--- src/rtl/mips_mem_pkg.sv ---
// Shared definitions for the MEM-stage access controller: op encodings,
// FSM states, byte-enable constants and small op classifiers.
package mips_mem_pkg;

  typedef enum logic [3:0] {
    OP_NOP = 4'd0,
    OP_LB  = 4'd1,
    OP_LBU = 4'd2,
    OP_LH  = 4'd3,
    OP_LHU = 4'd4,
    OP_LW  = 4'd5,
    OP_SB  = 4'd6,
    OP_SH  = 4'd7,
    OP_SW  = 4'd8
  } mem_op_e;

  typedef enum logic [1:0] {
    S_IDLE = 2'd0,
    S_BUSY = 2'd1,
    S_DONE = 2'd2
  } state_e;

  localparam logic [3:0] BE_NONE = 4'b0000;
  localparam logic [3:0] BE_BYTE = 4'b0001;
  localparam logic [3:0] BE_HALF = 4'b0011;
  localparam logic [3:0] BE_WORD = 4'b1111;

  function automatic logic is_store(mem_op_e op);
    return op inside {OP_SB, OP_SH, OP_SW};
  endfunction

  // Halfwords need addr[0]==0, words need addr[1:0]==0.
  function automatic logic is_misaligned(mem_op_e op, logic [1:0] off);
    case (op)
      OP_LH, OP_LHU, OP_SH: return off[0];
      OP_LW, OP_SW:         return |off;
      default:              return 1'b0;
    endcase
  endfunction

endpackage

--- src/rtl/mem_access_ctrl_if.sv ---
// Data-memory bus: req/ack handshake, word address, byte enables, data.
interface mem_access_ctrl_if #(
  parameter int ADDR_W = 32,
  parameter int DATA_W = 32
) ();
  logic              bus_req;
  logic              bus_we;
  logic [ADDR_W-1:0] bus_addr;
  logic [3:0]        bus_be;
  logic [DATA_W-1:0] bus_wdata;
  logic              bus_ack;
  logic [DATA_W-1:0] bus_rdata;

  modport master (output bus_req, bus_we, bus_addr, bus_be, bus_wdata,
                  input  bus_ack, bus_rdata);
  modport slave  (input  bus_req, bus_we, bus_addr, bus_be, bus_wdata,
                  output bus_ack, bus_rdata);
endinterface

--- src/rtl/mem_lane_align.sv ---
// Byte-lane steering: store byte enables / replicated store data, and
// load byte/halfword extraction with sign or zero extension.
module mem_lane_align
  import mips_mem_pkg::*;
(
  input  mem_op_e     op,
  input  logic [1:0]  off,
  input  logic [31:0] st_data,
  input  logic [31:0] rd_data,
  output logic [3:0]  be,
  output logic [31:0] lane_wdata,
  output logic [31:0] rd_ext
);
  logic [7:0]  rd_byte;
  logic [15:0] rd_half;

  assign rd_byte = rd_data[{off, 3'b000} +: 8];
  assign rd_half = off[1] ? rd_data[31:16] : rd_data[15:0];

  always_comb begin
    be         = BE_NONE;
    lane_wdata = '0;
    rd_ext     = '0;
    case (op)
      OP_LB:  rd_ext = {{24{rd_byte[7]}}, rd_byte};
      OP_LBU: rd_ext = {24'b0, rd_byte};
      OP_LH:  rd_ext = {{16{rd_half[15]}}, rd_half};
      OP_LHU: rd_ext = {16'b0, rd_half};
      OP_LW:  rd_ext = rd_data;
      OP_SB: begin
        be         = BE_BYTE << off;
        lane_wdata = {4{st_data[7:0]}};
      end
      OP_SH: begin
        be         = BE_HALF << {off[1], 1'b0};
        lane_wdata = {2{st_data[15:0]}};
      end
      OP_SW: begin
        be         = BE_WORD;
        lane_wdata = st_data;
      end
      default: ;
    endcase
  end
endmodule

--- src/rtl/mem_access_ctrl.sv ---
// MEM-stage controller: sequences loads/stores onto the req/ack data bus,
// stalls the pipeline meanwhile and drives the MEM/WB fields.
// Optional: MEM_ALIGN_CHECK_EN traps misaligned halfword/word accesses.
module mem_access_ctrl
  import mips_mem_pkg::*;
#(
  parameter int ADDR_W = 32,
  parameter int DATA_W = 32
) (
  input  logic                   clk,
  input  logic                   rst,
  input  logic [3:0]             mem_op,
  input  logic [ADDR_W-1:0]      mem_addr,
  input  logic [DATA_W-1:0]      store_data,
  input  logic [4:0]             dest_addr,
  input  logic                   write_or_not,
  input  logic [DATA_W-1:0]      wdata,
  mem_access_ctrl_if.master      bus,
  output logic                   stall_req,
  output logic [4:0]             dest_addr_output,
  output logic                   write_or_not_output,
  output logic [DATA_W-1:0]      wdata_output,
  output logic                   exc_misaligned
);
  state_e            state;
  mem_op_e           op_in, op_q;
  logic              is_mem, mis, start;
  logic              bus_req_q, wr_q;
  logic [1:0]        off_q;
  logic [ADDR_W-1:0] addr_q;
  logic [DATA_W-1:0] sdata_q, load_q;
  logic [4:0]        dest_q;
  logic [3:0]        lane_be;
  logic [31:0]       lane_wd, rd_ext;

  // Unknown encodings behave as NOP.
  assign op_in  = mem_op_e'(mem_op);
  assign is_mem = op_in inside {OP_LB, OP_LBU, OP_LH, OP_LHU, OP_LW,
                                OP_SB, OP_SH, OP_SW};
`ifdef MEM_ALIGN_CHECK_EN
  assign mis = is_mem && is_misaligned(op_in, mem_addr[1:0]);
`else
  assign mis = 1'b0;
`endif
  assign start = (state == S_IDLE) && is_mem && !mis;

  mem_lane_align u_align (
    .op        (op_q),
    .off       (off_q),
    .st_data   (sdata_q),
    .rd_data   (bus.bus_rdata),
    .be        (lane_be),
    .lane_wdata(lane_wd),
    .rd_ext    (rd_ext)
  );

  always_ff @(posedge clk) begin
    if (rst) begin
      state     <= S_IDLE;
      bus_req_q <= 1'b0;
      op_q      <= OP_NOP;
      off_q     <= '0;
      addr_q    <= '0;
      sdata_q   <= '0;
      dest_q    <= '0;
      wr_q      <= 1'b0;
      load_q    <= '0;
    end else begin
      case (state)
        S_IDLE: if (start) begin
          op_q      <= op_in;
          off_q     <= mem_addr[1:0];
          addr_q    <= {mem_addr[ADDR_W-1:2], 2'b00};
          sdata_q   <= store_data;
          dest_q    <= dest_addr;
          wr_q      <= write_or_not;
          load_q    <= '0;
          bus_req_q <= 1'b1;
          state     <= S_BUSY;
        end
        S_BUSY: if (bus.bus_ack) begin
          bus_req_q <= 1'b0;
          if (!is_store(op_q)) load_q <= rd_ext;
          state     <= S_DONE;
        end
        S_DONE:  state <= S_IDLE;
        default: state <= S_IDLE;
      endcase
    end
  end

  // Bus fields are only meaningful while the request is up.
  assign bus.bus_req   = !rst && bus_req_q;
  assign bus.bus_we    = bus.bus_req && is_store(op_q);
  assign bus.bus_addr  = bus.bus_req ? addr_q  : '0;
  assign bus.bus_be    = bus.bus_req ? lane_be : BE_NONE;
  assign bus.bus_wdata = bus.bus_req ? lane_wd : '0;

  assign stall_req      = !rst && (start || state == S_BUSY);
  assign exc_misaligned = !rst && (state == S_IDLE) && mis;

  // A memory op in IDLE and every BUSY cycle present a bubble to MEM/WB.
  always_comb begin
    dest_addr_output    = '0;
    write_or_not_output = 1'b0;
    wdata_output        = '0;
    if (!rst) begin
      case (state)
        S_IDLE: begin
          dest_addr_output    = dest_addr;
          write_or_not_output = write_or_not && !is_mem;
          wdata_output        = wdata;
        end
        S_DONE: begin
          dest_addr_output    = dest_q;
          write_or_not_output = wr_q && !is_store(op_q);
          wdata_output        = load_q;
        end
        default: ;
      endcase
    end
  end
endmodule

--- src/flat_wrapper.sv ---
// flat-port wrapper written by rule: the top's interface ports become plain ports
module mem_access_ctrl_flat import mips_mem_pkg::*;
#(
  parameter int ADDR_W = 32,
  parameter int DATA_W = 32
)
  (clk, rst, mem_op, mem_addr, store_data, dest_addr, write_or_not, wdata, stall_req, dest_addr_output, write_or_not_output, wdata_output, exc_misaligned, bus_bus_req, bus_bus_we, bus_bus_addr, bus_bus_be, bus_bus_wdata, bus_bus_ack, bus_bus_rdata);
  mem_access_ctrl_if #(.ADDR_W(ADDR_W), .DATA_W(DATA_W)) bus_i ();
  input  logic clk;
  input  logic rst;
  input  logic [3:0] mem_op;
  input  logic [ADDR_W-1:0] mem_addr;
  input  logic [DATA_W-1:0] store_data;
  input  logic [4:0] dest_addr;
  input  logic write_or_not;
  input  logic [DATA_W-1:0] wdata;
  output logic stall_req;
  output logic [4:0] dest_addr_output;
  output logic write_or_not_output;
  output logic [DATA_W-1:0] wdata_output;
  output logic exc_misaligned;
  output wire logic [$bits(bus_i.bus_req)-1:0] bus_bus_req;
  output wire logic [$bits(bus_i.bus_we)-1:0] bus_bus_we;
  output wire logic [$bits(bus_i.bus_addr)-1:0] bus_bus_addr;
  output wire logic [$bits(bus_i.bus_be)-1:0] bus_bus_be;
  output wire logic [$bits(bus_i.bus_wdata)-1:0] bus_bus_wdata;
  input wire logic [$bits(bus_i.bus_ack)-1:0] bus_bus_ack;
  input wire logic [$bits(bus_i.bus_rdata)-1:0] bus_bus_rdata;
  assign bus_bus_req = bus_i.bus_req;
  assign bus_bus_we = bus_i.bus_we;
  assign bus_bus_addr = bus_i.bus_addr;
  assign bus_bus_be = bus_i.bus_be;
  assign bus_bus_wdata = bus_i.bus_wdata;
  assign bus_i.bus_ack = bus_bus_ack;
  assign bus_i.bus_rdata = bus_bus_rdata;
  mem_access_ctrl #(.ADDR_W(ADDR_W), .DATA_W(DATA_W)) u_core (.clk(clk), .rst(rst), .mem_op(mem_op), .mem_addr(mem_addr), .store_data(store_data), .dest_addr(dest_addr), .write_or_not(write_or_not), .wdata(wdata), .bus(bus_i), .stall_req(stall_req), .dest_addr_output(dest_addr_output), .write_or_not_output(write_or_not_output), .wdata_output(wdata_output), .exc_misaligned(exc_misaligned));
endmodule
--- config.mk ---
export PLATFORM = sky130hd
export DESIGN_NAME = mem_access_ctrl_flat
export DESIGN_NICKNAME = d
export VERILOG_FILES = /design/src/rtl/mips_mem_pkg.sv /design/src/rtl/mem_access_ctrl_if.sv /design/src/rtl/mem_lane_align.sv /design/src/rtl/mem_access_ctrl.sv /design/src/flat_wrapper.sv
export SDC_FILE = /design/constraint.sdc
export NUM_CORES = 1
export LEC_CHECK = 0
export ABC_AREA = 1
export CAP_MARGIN = 25
export CORE_MARGIN = 2
export CORE_UTILIZATION = 32
export CTS_CLUSTER_DIAMETER = 100
export DETAILED_ROUTE_END_ITERATION = 8
export GPL_TIMING_DRIVEN = 0
export PLACE_DENSITY = 0.65
export SLEW_MARGIN = 20
export SYNTH_ARGS = -nofsm -noshare
export SYNTH_HDL_FRONTEND = slang
export SYNTH_HIERARCHICAL = 1
export SYNTH_SLANG_ARGS = --single-unit
--- constraint.sdc ---
create_clock -name clk -period 4.06 [get_ports clk]
set_input_delay 0.812 -clock clk [delete_from_list [all_inputs] [get_ports clk]]
set_output_delay 0.812 -clock clk [all_outputs]
set_load 0.02 [all_outputs]
=== After elaboration in Yosys (flattened, before gate mapping) ===
Index checks and enable logic that the tools add are counted.

* Output and inout bits: 110
* Input port bits: 141
* Bits in registers: 109

* Equal/unequal tests: 21
* Reductions and logical operators: 18
* Shift-type cells: 3
* Mux-type cells: 23

{| class="wikitable"
|+ Operator list
! cell !! number
|-
| 2-to-1 mux 32 bit || 6
|-
| case mux 32 bit (5 select lines) || 1
|-
| case mux 32 bit (2 select lines) || 2
|-
| case mux 32 bit (3 select lines) || 1
|-
| == test 4 x 3 -> 1 bit (second input constant) || 8
|-
| indexed part select 32 x 6 -> 8 bit || 1
|-
| == test 4 x 2 -> 1 bit (second input constant) || 4
|-
| 2-to-1 mux 16 bit || 1
|-
| case mux 4 bit (3 select lines) || 1
|-
| case mux 5 bit (2 select lines) || 1
|-
| == test 4 x 1 -> 1 bit (second input constant) || 2
|-
| == test 4 bit (second input constant) || 2
|-
| nonzero test 8 bit || 1
|-
| logical AND 1 bit || 6
|-
| 2-to-1 mux 5 bit || 1
|-
| 2-to-1 mux 2 bit || 2
|-
| 2-to-1 mux 4 bit || 1
|-
| inequality test 2 bit (second input constant) || 2
|-
| case mux 1 bit (2 select lines) || 2
|-
| case mux 2 bit (2 select lines) || 1
|-
| AND reduction 2 bit || 2
|-
| AND reduction 4 bit || 1
|-
| left shift 1 x 2 -> 4 bit (first input constant) || 1
|-
| left shift 2 x 2 -> 4 bit (first input constant) || 1
|-
| 10 further kinds || 14
|}

=== Longest topological paths before layout ===
* Depth after elaboration: 6
* Gate-level depth with buffers: 13
* Gate-level depth less buffers: 12

=== Cells and area by module ===
Netlist, hierarchy kept.

{| class="wikitable"
|+ By module, submodules not included
! module !! times used !! area an instance (um2) !! cells each
|-
| mem_access_ctrl || 1 || 5425.2 || 871
|-
| mem_lane_align || 1 || 1540.2 || 365
|}

=== Worst setup path after synthesis ===
No wires, ideal clock.

* Kind: in2out
* Start point: input rst
* End point: output bus_bus_wdata[11]
* Data required time: 3248 ps
* Setup slack: 1481 ps
* Stages: 6
* Buffers on the path: 3
* Arrival: 1767 ps
* Path through: buf_2 inv_1 nand2_1 buf_2 buf_2 nor2_1

* Longest elaborated chain between the ends: 3

{| class="wikitable"
|+ Ends and longest elaborated chain
! item !! line !! text
|-
| from (decl) || flat_wrapper.sv:10 || <nowiki>input logic rst;</nowiki>
|-
| logical NOT 1 bit || mem_access_ctrl.sv:93 || <nowiki>assign bus.bus_req = !rst && bus_req_q;</nowiki>
|-
| logical AND 1 bit || mem_access_ctrl.sv:93 ||
|-
| 2-to-1 mux 32 bit || mem_access_ctrl.sv:97 || <nowiki>assign bus.bus_wdata = bus.bus_req ? lane_wd : '0;</nowiki>
|-
| to (decl) || flat_wrapper.sv:26 || <nowiki>output wire logic [$bits(bus_i.bus_wdata)-1:0] bus_bus_wdata;</nowiki>
|}

No other way between the ends.

=== Worst setup path after layout ===
* Start point: input mem_op[0]
* End point: output stall_req

* Longest elaborated chain between the ends: 5
* Elaborated cells on any way between the ends: 12
* Those cells by class: eq/ne (8); reduce/logical (4)

{| class="wikitable"
|+ Ends and longest elaborated chain
! item !! line !! text
|-
| from (decl) || flat_wrapper.sv:11 || <nowiki>input logic [3:0] mem_op;</nowiki>
|-
| == test 4 x 1 -> 1 bit, or another cell as far along || mem_access_ctrl.sv:38 || <nowiki>assign is_mem = op_in inside {OP_LB, OP_LBU, OP_LH, OP_LHU, OP_LW,</nowiki>
|-
| nonzero test 8 bit * || mem_access_ctrl.sv:38 ||
|-
| logical AND 1 bit * || mem_access_ctrl.sv:45 || <nowiki>assign start = (state == S_IDLE) && is_mem && !mis;</nowiki>
|-
| logical OR 1 bit * || mem_access_ctrl.sv:99 || <nowiki>assign stall_req = !rst && (start || state == S_BUSY);</nowiki>
|-
| logical AND 1 bit * || mem_access_ctrl.sv:99 ||
|-
| to (decl) || flat_wrapper.sv:17 || <nowiki>output logic stall_req;</nowiki>
|}

Mark *: on every way between the ends. The rest lies on a longest branch, timed or not.

==> parameters.txt <==
Parameter                              Value

Synthesis
  Cells taking the most area after synthesis ... dfxtp_1 31%, nand2_1 19%, nor2_1 14%
  Top cell type's share of synthesized area ... 0.313
  Count of warnings emitted by yosys ... 6
  Netlist Area Pre-Place ... 6970 µm²
  Top cell type by total area after synthesis ... dfxtp_1
  Sequential-to-total area share from yosys stat ... 0.313
  Synth Register Bits ... 109
  Avg Cell Area, Syn ... 5.64 µm²
  Number of instances in the synthesized netlist ... 1236
  Synth cell types ... 27

Clocking
  Number of buffers created by CTS ... 9
  H-tree levels ... 3
  Clock-pin slew on the worst setup and hold paths ... about 0.080 ns
  Clock Sink Count ... between 100 and 150
  Maximum clock path buffer count ... 2
  Clock latency reported for the late side of the worst-skew pair ... ~0.36 ns
  Post-CTS Setup Inserts ... 0
  Clock Root Buffer ... clkbuf_16
  CTS tree ... yes
  Hold-fix buffers at CTS ... 0

Drt
  Via Count ... 8116
  Final wirelength ... 25.0 mm
  Per-cell via count in the routed design ... 4.57
  DRC errors left ... 0
  Routed length per instance ... 14.1 µm
  Initial DRC Count ... 579
  Length of the first detailed-routing pass in iterations ... 5
  Remaining antenna violation count after routing ... 0

Run status
  Outcome ... finished clean

Timing
  Worst slew margin ... 0.442
  Post-Route Setup TNS ... 0 ns
  Slew @ Worst Pin ... approximately 0.83 ns
  Max Transition Viols Final ... 0
  Achievable Freq ... 274 MHz
  Number of failing hold endpoints at the final stage ... 0
  Final setup skew ... 0.00770 ns
  Smallest setup slack after layout ... 0.417 ns
  Part of the cycle the worst path needs ... 0.897
  Final count of negative-setup-slack endpoints ... 0
  Fin crit period ... 3.64 ns
  RSZ-0062 raised after global routing ... no

Setup path
  CP Data Arrival Time ... 2.83 ns
  Worst Setup Path Type ... primary input to primary output
  Worst reg-to-reg path cell count ... 13
  Capturing element type of the critical path ... primary output
  Setup crit start kind ... primary input
  Worst-path maximum fanout ... 10
  Required time of the critical path ... 3.25 ns

Power and ir drop
  Power Density ... just over 300 nW/µm²
  Leakage power ... between 4 and 5 nW
  IR drop worst, VDD ... roughly 0.00026 V

Hold path
  Count of cells along the worst hold path ... 2
  Min-Delay Path Class ... flip-flop to flip-flop

Layout
  Layout Nets ... 1636
  Synthesis-to-layout area growth ... 44.6%
  Footprint of the flip-flops and latches ... 2180 µm²
  Fraction of layout cells with a size suffix above 1 ... 0.0653
  Multi-input gate area in the final layout ... 3660 µm²
  Top library cells by usage in the layout, fill and taps aside ... 344 x nand2_1, 255 x nor2_1, 245 x clkdlybuf4s50_1
  Commonest non-fill, non-tap cell in the layout ... nand2_1
  Total non-filler cell area in the finished layout ... 10100 µm²
  Fillcell total ... 2291

Placed design
  Detailed placement HPWL ... 19.4 mm
  Worst slack, placed ... roughly 0.019 ns
  Input/output buffers ... 246
  Cell area after placement ... 9780 µm²
  Final GP Congestion ... ~0.9

Global route
  Total routing usage reported by global routing ... 0.213
  Aggregate global routing overflow ... 0
  Pin count of the biggest net entering global routing ... 20
  Via count of the first global-routing pass ... 7330
  Antenna violations before repair ... 1
  Global-route wire length before repair ... approximately 38 mm

Floorplanning
  Core area ... 21200 µm²
  Total die area ... 23000 µm²
  Initial core utilization ... 0.328
  Horiz. Die Dim ... 152 µm
  Die height ... about 150 µm
  Number of rows in the core area ... 53
  Io pins ... 251

Job
  Number of maximum-capacitance violations ... 0
-- power breakdown --
| part | switching [mW] | total, mW | internal [mW] | leakage, nW |
|---|---|---|---|---|
| clock network | 0.449 | 0.877 | 0.427 | 0.128 |
| logic | 0.579 | 0.989 | 0.410 | 3.44 |
| registers | 0.0631 | 1.25 | 1.19 | 0.901 |
-- registers in the layout (all words and copies together), names as in the netlist --
signal	count
u_core/addr_q	30
u_core/bus_req_q	1
u_core/dest_q	5
u_core/load_q	32
u_core/off_q	2
u_core/op_q	4
u_core/sdata_q	32
u_core/state	2
u_core/wr_q	1
-- per-layer routing --
layer | routed length, µm | vias to the layer above | GRT usage
li1 | - | 4251 | -
met1 | 11100 | 3552 | 0.279
met2 | 11400 | 278 | 0.348
met3 | 2010 | 35 | 0.0476
met4 | 597 | 0 | 0.0713
met5 | 0 | - | 0
-- Yosys cell counts --
library cell	instances
nand2_1	344
nor2_1	255
inv_1	171
dfxtp_1	109
o21ai_0	96
a21oi_1	91
nand3_1	31
buf_2	28
clkbuf_1	26
nand4_1	20
inv_2	18
buf_4	12
buf_6	7
nand2_2	7
nor2_4	4
buf_1	3
o21ai_1	3
nor2_2	2
a21oi_2	1
clkinv_1	1
conb_1	1
nand3_2	1
nand3_4	1
nor3_1	1
nor3_2	1
o21ai_2	1
o31ai_1	1
-- metrics by stage --
step	hold WS [ns]	util	cells	total power [mW]
finish	0.454	0.475	1776	3.12
floorplan	0.429	-	1238	1.86
global route	0.471	0.475	1776	3.31
global placement	0.438	0.461	1759	2.25
detailed placement	0.446	0.461	1759	2.26
CTS	0.458	0.474	1775	3.14
-- final cells by class --
class | instances | share of cell area
antenna | 1 | 0.000249
buffer | 76 | 0.0415
clock buffer | 10 | 0.0227
clock inverter | 6 | 0.00559
inverter | 190 | 0.0708
multi-input combinational | 863 | 0.363
sequential | 109 | 0.217
tap | 275 | 0.0342
timing repair buffer | 246 | 0.245
-- worst max-delay path: stages --
cell and delay, ns:
clkdlybuf4s50_1 0.46, nor2_1 0.17, nand3_1 0.15, nand2_1 0.12, nand2_2 0.14, inv_2 0.19, buf_4 0.23, nand2_1 0.17
nand2_1 0.15, dlymetal6s2s_1 0.24
-- cell families (layout without fill, tap and decap cells) --
kind of cell	Yosys count	after routing	share of synthesized area
and+or+nand+nor	667	667	0.384
AOI/OAI and AO/OA	193	193	0.140
other	1	4	0.000538
DFF	109	109	0.313
buffers and inverters	266	528	0.162
-- path summary, 6_finish.rpt --
path | startpoint | end | slack, ns
min | u_core/addr_q[7] | u_core/addr_q[7] | 0.45
max | mem_op[0] | stall_req | 0.42
max reg2reg | u_core/off_q[0] | u_core/load_q[13] | 2.01
min reg2reg | u_core/addr_q[7] | u_core/addr_q[7] | 0.45
-- repair_timing --
item                       4_1_cts  5_1_grt
hold endpoints to repair         0        0
setup endpoints to repair        0        1
resized for setup                0        1
No activity file was read; power rests on OpenSTA's default activity.
